## config.mk

```make
export PLATFORM = sky130hd
export DESIGN_NAME = cdc_handshake_tx_flat
export DESIGN_NICKNAME = d
export VERILOG_FILES = /design/src/rtl/cdc_handshake_tx_if.sv /design/src/rtl/cdc_handshake_tx.sv /design/src/flat_wrapper.sv
export SDC_FILE = /design/constraint.sdc
export NUM_CORES = 1
export LEC_CHECK = 0
export ABC_CLOCK_PERIOD_IN_PS = 1500
export CAP_MARGIN = 20
export CORE_UTILIZATION = 35
export CTS_CLUSTER_SIZE = 12
export DETAILED_ROUTE_END_ITERATION = 16
export HOLD_SLACK_MARGIN = 0.05
export PLACE_DENSITY = 0.67
export SLEW_MARGIN = 20
export SYNTH_ARGS = -nofsm -noshare
export SYNTH_HDL_FRONTEND = slang
export SYNTH_SLANG_ARGS = --single-unit
```

## constraint.sdc

```tcl
create_clock -name clk -period 1.5 [get_ports clk]
set_input_delay 0.3 -clock clk [delete_from_list [all_inputs] [get_ports clk]]
set_output_delay 0.3 -clock clk [all_outputs]
set_load 0.01 [all_outputs]
```

## src/rtl/cdc_handshake_tx_if.sv

```systemverilog
`default_nettype none
// ============================================================================
// Module   : cdc_handshake_tx_if
// Brief    : Upstream valid/ready port plus toggle req/ack crossing signals.
// Revision : 1.0
// ============================================================================
interface cdc_handshake_tx_if #(
    parameter int N = 8
);
    logic         in_valid;
    logic [N-1:0] in_data;
    logic         in_ready;
    logic [N-1:0] tx_data;
    logic         tx_req;
    logic         ack_async;

    // Environment side: produces words and the destination acknowledge.
    modport master (
        output in_valid, in_data, ack_async,
        input  in_ready, tx_data, tx_req
    );

    // Transmitter side.
    modport slave (
        input  in_valid, in_data, ack_async,
        output in_ready, tx_data, tx_req
    );
endinterface
`default_nettype wire

```

## src/rtl/cdc_handshake_tx.sv

```systemverilog
`default_nettype none
// ============================================================================
// Module   : cdc_handshake_tx
// Brief    : Source end of a two-phase req/ack CDC handshake with ack timeout.
// Revision : 1.0
// ============================================================================
module cdc_handshake_tx #(
    parameter int N           = 8,
    parameter int SYNC_STAGES = 2,
    parameter int TIMEOUT     = 255,
    parameter int CW          = 8
) (
    input  wire               clk,
    input  wire               rst_n,
    input  wire               ena,
    cdc_handshake_tx_if.slave bus,
    output logic              busy,
    output logic              err_timeout,
    input  wire               err_clr
);

    localparam logic [CW-1:0] c_timeout    = CW'(TIMEOUT);
    localparam logic [CW-1:0] c_timeout_m1 = CW'(TIMEOUT - 1);

    typedef enum logic [0:0] {
        S_IDLE = 1'b0,
        S_WAIT = 1'b1
    } state_t;

    state_t                 r_state;
    state_t                 w_state_nxt;
    logic [N-1:0]           r_tx_data;
    logic [N-1:0]           w_tx_data_nxt;
    logic                   r_tx_req;
    logic                   w_tx_req_nxt;
    logic [CW-1:0]          r_cnt;
    logic [CW-1:0]          w_cnt_nxt;
    logic                   r_err;
    logic                   w_err_nxt;
    logic [SYNC_STAGES-1:0] r_sync;
    logic                   w_ack_sync;

    // Acknowledge synchronizer; frozen together with everything else by ena.
    always_ff @(posedge clk or negedge rst_n) begin
        if (!rst_n) begin
            r_sync <= '0;
        end else if (ena) begin
            r_sync <= {r_sync[SYNC_STAGES-2:0], bus.ack_async};
        end
    end

    assign w_ack_sync = r_sync[SYNC_STAGES-1];

    always_ff @(posedge clk or negedge rst_n) begin
        if (!rst_n) begin
            r_state   <= S_IDLE;
            r_tx_data <= '0;
            r_tx_req  <= 1'b0;
            r_cnt     <= '0;
            r_err     <= 1'b0;
        end else begin
            r_state   <= w_state_nxt;
            r_tx_data <= w_tx_data_nxt;
            r_tx_req  <= w_tx_req_nxt;
            r_cnt     <= w_cnt_nxt;
            r_err     <= w_err_nxt;
        end
    end

    always_comb begin
        w_state_nxt   = r_state;
        w_tx_data_nxt = r_tx_data;
        w_tx_req_nxt  = r_tx_req;
        w_cnt_nxt     = r_cnt;
        w_err_nxt     = r_err;

        if (ena) begin
            // Clear first so a same-edge timeout set below takes priority.
            if (err_clr) begin
                w_err_nxt = 1'b0;
            end

            case (r_state)
                S_IDLE: begin
                    if (bus.in_valid) begin
                        w_tx_data_nxt = bus.in_data;
                        w_tx_req_nxt  = ~r_tx_req;
                        w_cnt_nxt     = '0;
                        w_state_nxt   = S_WAIT;
                    end
                end
                S_WAIT: begin
                    if (w_ack_sync == r_tx_req) begin
                        w_state_nxt = S_IDLE;
                    end else if (r_cnt != c_timeout) begin
                        w_cnt_nxt = r_cnt + CW'(1);
                        if (r_cnt == c_timeout_m1) begin
                            w_err_nxt = 1'b1;
                        end
                    end
                end
                default: begin
                    w_state_nxt = S_IDLE;
                end
            endcase
        end
    end

    assign bus.in_ready = (r_state == S_IDLE);
    assign bus.tx_data  = r_tx_data;
    assign bus.tx_req   = r_tx_req;
    assign busy         = (r_state == S_WAIT);
    assign err_timeout  = r_err;

endmodule
`default_nettype wire

```

## src/flat_wrapper.sv

```systemverilog
// flat-port wrapper written by rule: the top's interface ports become plain ports
module cdc_handshake_tx_flat 
#(
    parameter int N           = 8,
    parameter int SYNC_STAGES = 2,
    parameter int TIMEOUT     = 255,
    parameter int CW          = 8
)
  (clk, rst_n, ena, busy, err_timeout, err_clr, bus_in_valid, bus_in_data, bus_ack_async, bus_in_ready, bus_tx_data, bus_tx_req);
  cdc_handshake_tx_if #(.N(N)) bus_i ();
  input  wire clk;
  input  wire rst_n;
  input  wire ena;
  output logic busy;
  output logic err_timeout;
  input  wire err_clr;
  input wire logic [$bits(bus_i.in_valid)-1:0] bus_in_valid;
  input wire logic [$bits(bus_i.in_data)-1:0] bus_in_data;
  input wire logic [$bits(bus_i.ack_async)-1:0] bus_ack_async;
  output wire logic [$bits(bus_i.in_ready)-1:0] bus_in_ready;
  output wire logic [$bits(bus_i.tx_data)-1:0] bus_tx_data;
  output wire logic [$bits(bus_i.tx_req)-1:0] bus_tx_req;
  assign bus_i.in_valid = bus_in_valid;
  assign bus_i.in_data = bus_in_data;
  assign bus_i.ack_async = bus_ack_async;
  assign bus_in_ready = bus_i.in_ready;
  assign bus_tx_data = bus_i.tx_data;
  assign bus_tx_req = bus_i.tx_req;
  cdc_handshake_tx #(.N(N), .SYNC_STAGES(SYNC_STAGES), .TIMEOUT(TIMEOUT), .CW(CW)) u_core (.clk(clk), .rst_n(rst_n), .ena(ena), .bus(bus_i), .busy(busy), .err_timeout(err_timeout), .err_clr(err_clr));
endmodule
```

* Word level (Yosys, flattened, before mapping)
Index checks and enable logic that the tools add are counted.
** Operators by class
- $add $sub $neg :: 1
- Equality and inequality tests :: 6
- Multiplexer cells :: 12
- Bitwise gates (word level) :: 2
- Reductions and logical operators :: 2
** Operator list (count)
- 8-bit 2-to-1 mux :: 3
- 8-bit case mux with 2 select lines :: 1
- 8-bit by 1-bit adder with 8-bit output (second input constant) :: 1
- 8-bit equality test (second input constant) :: 1
- 8-bit != test (second input constant) :: 1
- 1-bit 2-to-1 mux :: 7
- 2-bit != test (second input constant) :: 3
- 4-bit AND reduction :: 1
- 3-bit AND reduction :: 1
- 1-bit NOT :: 2
- 1-bit case mux with 2 select lines :: 1
- 1-bit equality test :: 1
** Word-level totals
- Register bits after elaboration :: 21
- Output and inout bits :: 12
- Logic and storage cells :: 29

* Depth between registers and ports, before layout
- Word-level depth :: 5
- Gate-level depth with buffers :: 6
- Gate-level depth less buffers :: 5

* Least setup slack after synthesis
OpenSTA, ideal clock, no wires.
- Path kind :: flip-flop to flip-flop
- From :: register u_core.r_cnt[0]
- To :: register u_core.r_cnt[7]
- Setup time :: 0.079 ns
- Arrival :: 1.481 ns
- Data required time :: 1.421 ns
- Setup slack :: -0.061 ns
- Cell stages (with the launch flop) :: 7
- Cells stage by stage :: dfrtp_1 > ha_1 > nand3_1 > o2111ai_1 > buf_4 > nor4_2 > mux2i_1
** Between the ends
- Cells in the longest elaborated chain, start to end :: 4
** Ends and longest elaborated chain
- start, declared :: line cdc_handshake_tx.sv:36 : logic [CW-1:0] r_cnt;
- start signal, assigned :: line cdc_handshake_tx.sv:65 : r_cnt <= w_cnt_nxt;
- 8-bit by 1-bit adder with 8-bit output :: line cdc_handshake_tx.sv:96 : w_cnt_nxt = r_cnt + CW'(1);
- 8-bit 2-to-1 mux :: line cdc_handshake_tx.sv:95 : end else if (r_cnt != c_timeout) begin
- 8-bit 2-to-1 mux :: line cdc_handshake_tx.sv:93 : if (w_ack_sync == r_tx_req) begin
- 8-bit case mux with 2 select lines :: line cdc_handshake_tx.sv:83 : case (r_state)
Parallel ways exist; a longest one is shown, timed or not. The select of a mux whose other input is x is not followed.
A chain may end at the register's enable or synchronous reset.

* Worst setup path after layout
- From :: register u_core.r_cnt[0]
- To :: register u_core.r_cnt[6]
The elaborated chain is that of the path after synthesis.

==> reports/qor.txt <==
area leader, netlist: dfrtp_1
reg2reg path depth: 5
first-iteration detailed-routing DRC count: 6
Post-Syn Instances: 80
failing checks: negative setup slack
Diodes inserted: 0
M1 wire length: 879 um
# setup viols final: 4
GPL Wtd Cong: 0.851
reg-to-reg slack, setup: -0.01 ns
vias in the first global route: 855
chip width: 54.3 um
Slew @ Worst Pin: 0.275 ns
DR vias: 783
Hold Buf Count CTS: 0
WP data required: 1.73 ns
ranking of synthesized cells by area: dfrtp_1 (55%), mux2_2 (12%), nand2_1 (3.9%), o31ai_1 (3.1%), ha_1 (2.6%)
Synth Area in XOR/XNOR: 0.0366
Post-Syn Area: 956 um2
routed wl met3: 106 um
GRT Resource Usage Total: 0.177
f_max: 662 MHz
Startpoint Class: flip-flop
CTS Buffer Depth: 2
leakage power: 0.679 nW
Post-synth EDFFs: 0
Filler Cells Inserted: 228
I/O pin total: 26
initial antenna violation count: 0
Post-synth top flop: dfrtp_1
status: finished, violations left
simple logic cell fraction of the synthesized area: 0.143
post-detail-place hpwl: 1.59 mm
largest net degree at the start of global routing: 22
Peak VDD IR: 0.881 mV
CTS sink count: 21
CTS HTree Levels: 1
Netlist cell types: 26
critical path fanouts, max: 3
non-filler cells, final: 160
critical register-to-register path startpoint: u_core.r_cnt[0]$_DFFE_PN0P_
Port Buffer Count: 25
CP Capture Type: flip-flop
DRC Markers: 0
CTS tree: built
clock skew: 0.00216 ns
Ys Warns: 0
nets@finish: 147
CP Class: flip-flop to flip-flop
multiplexer share of the synthesized area: 0.139
Post-synth top cells: dfrtp_1 (21), mux2_2 (10), nand2_1 (10), nand3_1 (5), o31ai_1 (4)
Rel. slew slack: 0.817
gr ovfl total: 0
WP data arrival: 1.74 ns
Max Cap Violations: 0
DRT antenna net count: 0
most common cell in the netlist: dfrtp_1
CTS buffer count: 3
First-pass DRT Iterations: 3
sequential share of the synthesized area: 0.550
die area: 2940 um2
largest family of logic cells by synthesized area: simple AND/OR/NAND/NOR gates
hold crit path type: input port to async pin
Core Util, Final: 0.596
syn nets: 96
Avg Vias per Cell: 4.89
Adder-Cell Fraction of Synth Area: 0.0262
post-synth top area share: 0.550
final worst slack: -0.00996 ns
Syn Area/Cell: 11.9 um2
RSZ-0062 raised after global routing: yes
total core area: 2520 um2
Starting Density: 0.379
Wirelength per Cell: 13.3 um
routed wire length: 2.12 mm
clk_lat worst skew: 0.30 ns
ys async rst share: 1.00
area grow syn2layout: 57.2%
FF+latch count, synth: 21
crit path time final: 1.51 ns
Post-Place Cells: 152
CTS clock-pin slew for the worst setup and hold paths: 0.11 ns
FP Rows: 18
power density cells: 1330 nW/um2
Max Slew Vio Count: 0
root buffer selected by CTS: clkbuf_4
top sig layer: met4
DR WL met2: 1.13 mm
layout cells sized above 1: 0.354
first-pass GRT wire length: 3.67 mm
crit share post-route: 1.01
Synth Area in Compound Gates: 0.0772
Hold Slack: 0.342 ns
R2R Path End: u_core.r_cnt[6]$_DFFE_PN0P_
Hold Vio Cnt, Final: 0
chip height: 54.3 um
-- power breakdown --
group / leakage [nW] / internal [W] / switching, W / total [W]
sequential: 0.266 / 0.000729 / 0.000107 / 0.000836
clock: 0.0150 / 0.000104 / 0.000163 / 0.000266
combinational: 0.397 / 0.000503 / 0.000392 / 0.000895
-- critical path: stages, from the launching register on --
cell	delay [ns]
dfrtp_1	0.41
ha_4	0.16
nand3_4	0.08
buf_6	0.14
or4_1	0.51
a21boi_1	0.14
-- worst max-delay path by stage --
stage,startpoint,to,slack (ns)
2_1_floorplan,u_core.r_cnt[1]$_DFFE_PN0P_,u_core.r_cnt[3]$_DFFE_PN0P_,0.009
3_3_place_gp,ena,u_core.r_cnt[4]$_DFFE_PN0P_,-0.24
3_5_place_dp,ena,u_core.r_cnt[4]$_DFFE_PN0P_,-0.24
4_1_cts,u_core.r_cnt[0]$_DFFE_PN0P_,u_core.r_cnt[7]$_DFFE_PN0P_,-0.01
5_1_grt,u_core.r_cnt[0]$_DFFE_PN0P_,u_core.r_cnt[7]$_DFFE_PN0P_,-0.11
6_report,u_core.r_cnt[0]$_DFFE_PN0P_,u_core.r_cnt[6]$_DFFE_PN0P_,-0.01
-- logic make-up after synthesis --
group | after synthesis
fa+ha+maj | 2
simple gates | 25
xor+xnor | 4
mux | 12
flops | 21
buf+inv | 6
compound gates | 10
-- cells in the final DEF, fill, tap and decap left out, types with 2 or more instances in the layout --
master,synthesis,final
mux2i_1,2,2
a21boi_1,3,2
buf_4,1,22
dlygate4sd2_1,0,11
xnor2_1,2,2
mux2_2,10,10
o31ai_1,4,4
nand2_1,10,10
or4_1,2,2
clkdlybuf4s50_1,0,13
inv_1,3,2
nand3_1,5,4
clkbuf_4,0,3
buf_6,0,2
dfrtp_1,21,21
-- registers in the layout, indices dropped and copies added, names as in the netlist --
| signal | count |
|---|---|
| u_core.bus.tx_data | 8 |
| u_core.r_cnt | 8 |
| u_core.r_sync | 2 |
| u_core.bus.tx_req | 1 |
| u_core.busy | 1 |
| u_core.err_timeout | 1 |
-- per-layer routing --
layer | vias up | GRT usage
met5 | - | 0
li1 | 383 | -
met3 | 2 | 0.0472
met4 | 0 | 0.0513
met1 | 378 | 0.199
met2 | 20 | 0.323
-- what timing repair did --
action,4_1_cts,5_1_grt
resized for setup,19,5
endpoints found under the setup margin,17,8
setup buffers,5,0
pin swaps,6,0
-- final cells by class --
class / count / area, um2 / share of cell area
Multi-Input combinational cell: 53 / 478 / 0.318
Inverter: 3 / 11.3 / 0.00749
Clock buffer: 4 / 26.3 / 0.0175
Tap cell: 30 / 37.5 / 0.0250
Timing Repair Buffer: 49 / 424 / 0.282
Sequential cell: 21 / 526 / 0.350
-- per-stage QoR --
step | setup WS, ns | total power [W] | setup TNS, ns | cell area (um2)
after floorplan | 0.00898 | 0.00120 | 0 | 972
after global placement | -0.245 | 0.00171 | -1.91 | 1390
after detailed placement | -0.239 | 0.00174 | -2.29 | 1390
after CTS | -0.00960 | 0.00201 | -0.00960 | 1490
after global routing | -0.105 | 0.00213 | -0.317 | 1500
final | -0.00996 | 0.00200 | -0.0226 | 1500
(Power assumes the default switching activity.)
==> RTL edit (config.mk and constraints unchanged) <==
`TIMEOUT` is set to 255 in 2 places; all go to 191.
--- a/src/rtl/cdc_handshake_tx.sv
+++ b/src/rtl/cdc_handshake_tx.sv
@@ -8,5 +8,5 @@
     parameter int N           = 8,
     parameter int SYNC_STAGES = 2,
-    parameter int TIMEOUT     = 255,
+    parameter int TIMEOUT     = 191,
     parameter int CW          = 8
 ) (
--- a/src/flat_wrapper.sv
+++ b/src/flat_wrapper.sv
@@ -4,5 +4,5 @@
     parameter int N           = 8,
     parameter int SYNC_STAGES = 2,
-    parameter int TIMEOUT     = 255,
+    parameter int TIMEOUT     = 191,
     parameter int CW          = 8
 )
Behaviour: same outputs for any inputs over 10 cycles, from zero or initial values and one cycle with rst_n low; that may be too few to reach the edited logic, so the function may still have changed.
==> RTL edit against the unedited design <==
Cell count up 11%; design area is 1.7% lower; non-clock buffer count fell by 4; sequential share of layout area increased by 0.62 points; via count rose by 11%; power up 0.41%; clock skew down 0.56 ps; combinational power is 3.0% higher; area after synthesis increased by 5.9%; worst setup slack gained 22 ps; routed wire length increased by 5.6%; sequential cell count did not move; critical path depth rose by 1; largest cell class unchanged; highest routed layer unchanged.
==> RTL edit: results (changes against the unedited design) <==
Placed design:
- The final weighted congestion in routability-driven placement was 0.8907 (+4.7%).
- The minimum setup slack after placement is -284.0 ps (-45.06 ps).
- The post-placement cell count came to 168 (+11%).
- The total of buffers placed on input and output ports was 25 (unchanged).
- The cell area after placement is 1409 um2 (+1.1%).
- The half-perimeter wire length of the detailed placement result is 1677 um (+5.3%).

Power:
- The standby leakage power came to 0.7398 nW (+9.0%).
- The switching part of the total power is 0.3558 (+0.02413).
- The maximum vdd drop was 0.9155 mV (+4.0%).

Clock tree:
- The clock sink total is 21 (unchanged).
- The total CTS buffers was 3 (unchanged).

Final layout:
- The clock tree cell share of total cell area is 0.01780 (+0.0003111).
- The utilization of the core after routing is 0.5354 (-0.06034).
- The number of filler instances in the final layout is 255 (+12%).
- The layout multi-input combinational cell count is 74 (+40%).
- The area growth from synthesis to layout is 45.86%.
- The area of combinational cells with multiple inputs came to 493.0 um2 (+3.1%).
- The share of post-route cells with drive strength above 1 is 0.2466 (-0.1073).
- The layout net count is 163 (+11%).
- The non-clock inverter count in the final layout is 2 (-1).
- The share of cell area taken by flip-flops and latches is 0.3559 (+0.006222).
- The fraction of area in non-clock buffers was 0.2610 (-0.02125).

Setup path:
- The critical-path maximum fanout came to 7 (+4).
- For this design, the slowest cell found on the critical path is dfrtp_1.
- The cell family with the largest share of critical-path delay is flip-flops.
- The worst stage delay on the critical path is 400 ps (-110 ps).
- The data arrival time of the critical path is 1690 ps (-50 ps).

Route:
- The total wire length after detailed routing came to 2238 um (+5.6%).
- The detailed-routing iteration count for the pre-antenna-repair pass came to 4 (+1).
- The number of DRC markers in iteration 0 is 13 (+7).
- The number of vias after detailed routing is 868 (+11%).
- The total met2 wirelength after detailed routing is 1058 um (-6.0%).
- The routed metal-1 wire length came to 1061 um (+21%).
- The sum of met3 wire segment lengths after detailed routing is 103 um (-2.8%).
- The average routed wire per standard cell came to 12.64 um (-4.6%).

GRT:
- The met1 track utilization from global routing is 0.2145 (+0.01556).
- The met3 track demand over resource came to 0.03721 (-0.01001).
- The global-route met2 utilization is 0.2737 (-0.04950).
- The global-route total usage across every layer is 0.1648 (-0.01209).
- The via count of the first global-routing pass is 919 (+7.5%).

Logic synthesis:
- The post-synthesis net count is 116 (+21%).
- Ranked by instance count, the synthesized netlist is headed by nand2_1, dfrtp_1, nor2_1, xnor2_1.
- The sequential fraction of the synthesis area came to 0.5192 (-0.03058).
- The average cell area after synthesis came to 10.12 um2 (-15%).
- In the post-synthesis netlist, the biggest area contributors are dfrtp_1, nand2_1, nor2_1.

Run status:
- The run finished with clean final reports.

Timing:
- The setup clock skew after layout came to 1.603 ps (-0.5579 ps).
- The transition time at the pin with the least slew margin is 402.6 ps (+127.9 ps).
-- RTL edit: changes by cell type after synthesis, sizes merged, moves of 3 or more --
cell,unedited run,this run
nand2,10,37
mux2,10,2
nor2,1,7
o31ai,4,0
a21boi,3,0
nand3,5,2
-- RTL edit: worst paths after layout --
check / to / cells after the start / from / slack [ps]
min in group clk: u_core.bus.tx_data[5] / 2 / u_core.bus.tx_data[5] / 480
min reg2reg: u_core.bus.tx_data[5] / 2 / u_core.bus.tx_data[5] / 480
max in group asynchronous: u_core.bus.tx_data[0] / 2 / rst_n / 950
max reg2reg: u_core.r_cnt[0] / 6 / u_core.r_cnt[1] / 10
min: u_core.busy / 2 / rst_n / 340
max: u_core.r_cnt[0] / 6 / u_core.r_cnt[1] / 10
-- RTL edit: power groups by stage --
stage	clock (mW)	combinational (mW)	sequential (mW)
after floorplan	0	0.316	0.918
after global placement	0	0.919	0.839
after detailed placement	0	0.945	0.847
after CTS	0.286	0.927	0.815
after global routing	0.303	1.02	0.840
final	0.272	0.922	0.811
-- RTL edit: timing repair --
action / CTS / global route
pin swaps: 1 / 4
gates resized for setup: 13 / 5
endpoints found under the setup margin: 14 / 6
buffers inserted: 3 / 2
-- RTL edit: kinds of logic (layout without fill, tap and decap cells) --
logic type | count (synthesis) | in the layout | share of synthesized area
flip-flops | 21 | 21 | 0.5192
adder cells (fa/ha/maj) | 2 | 2 | 0.02472
multiplexers | 4 | 4 | 0.04203
AO/OA/AOI/OAI | 9 | 9 | 0.09023
buffers and inverters | 5 | 51 | 0.01978
AND/OR/NAND/NOR | 55 | 55 | 0.2620
XOR/XNOR | 4 | 4 | 0.04204
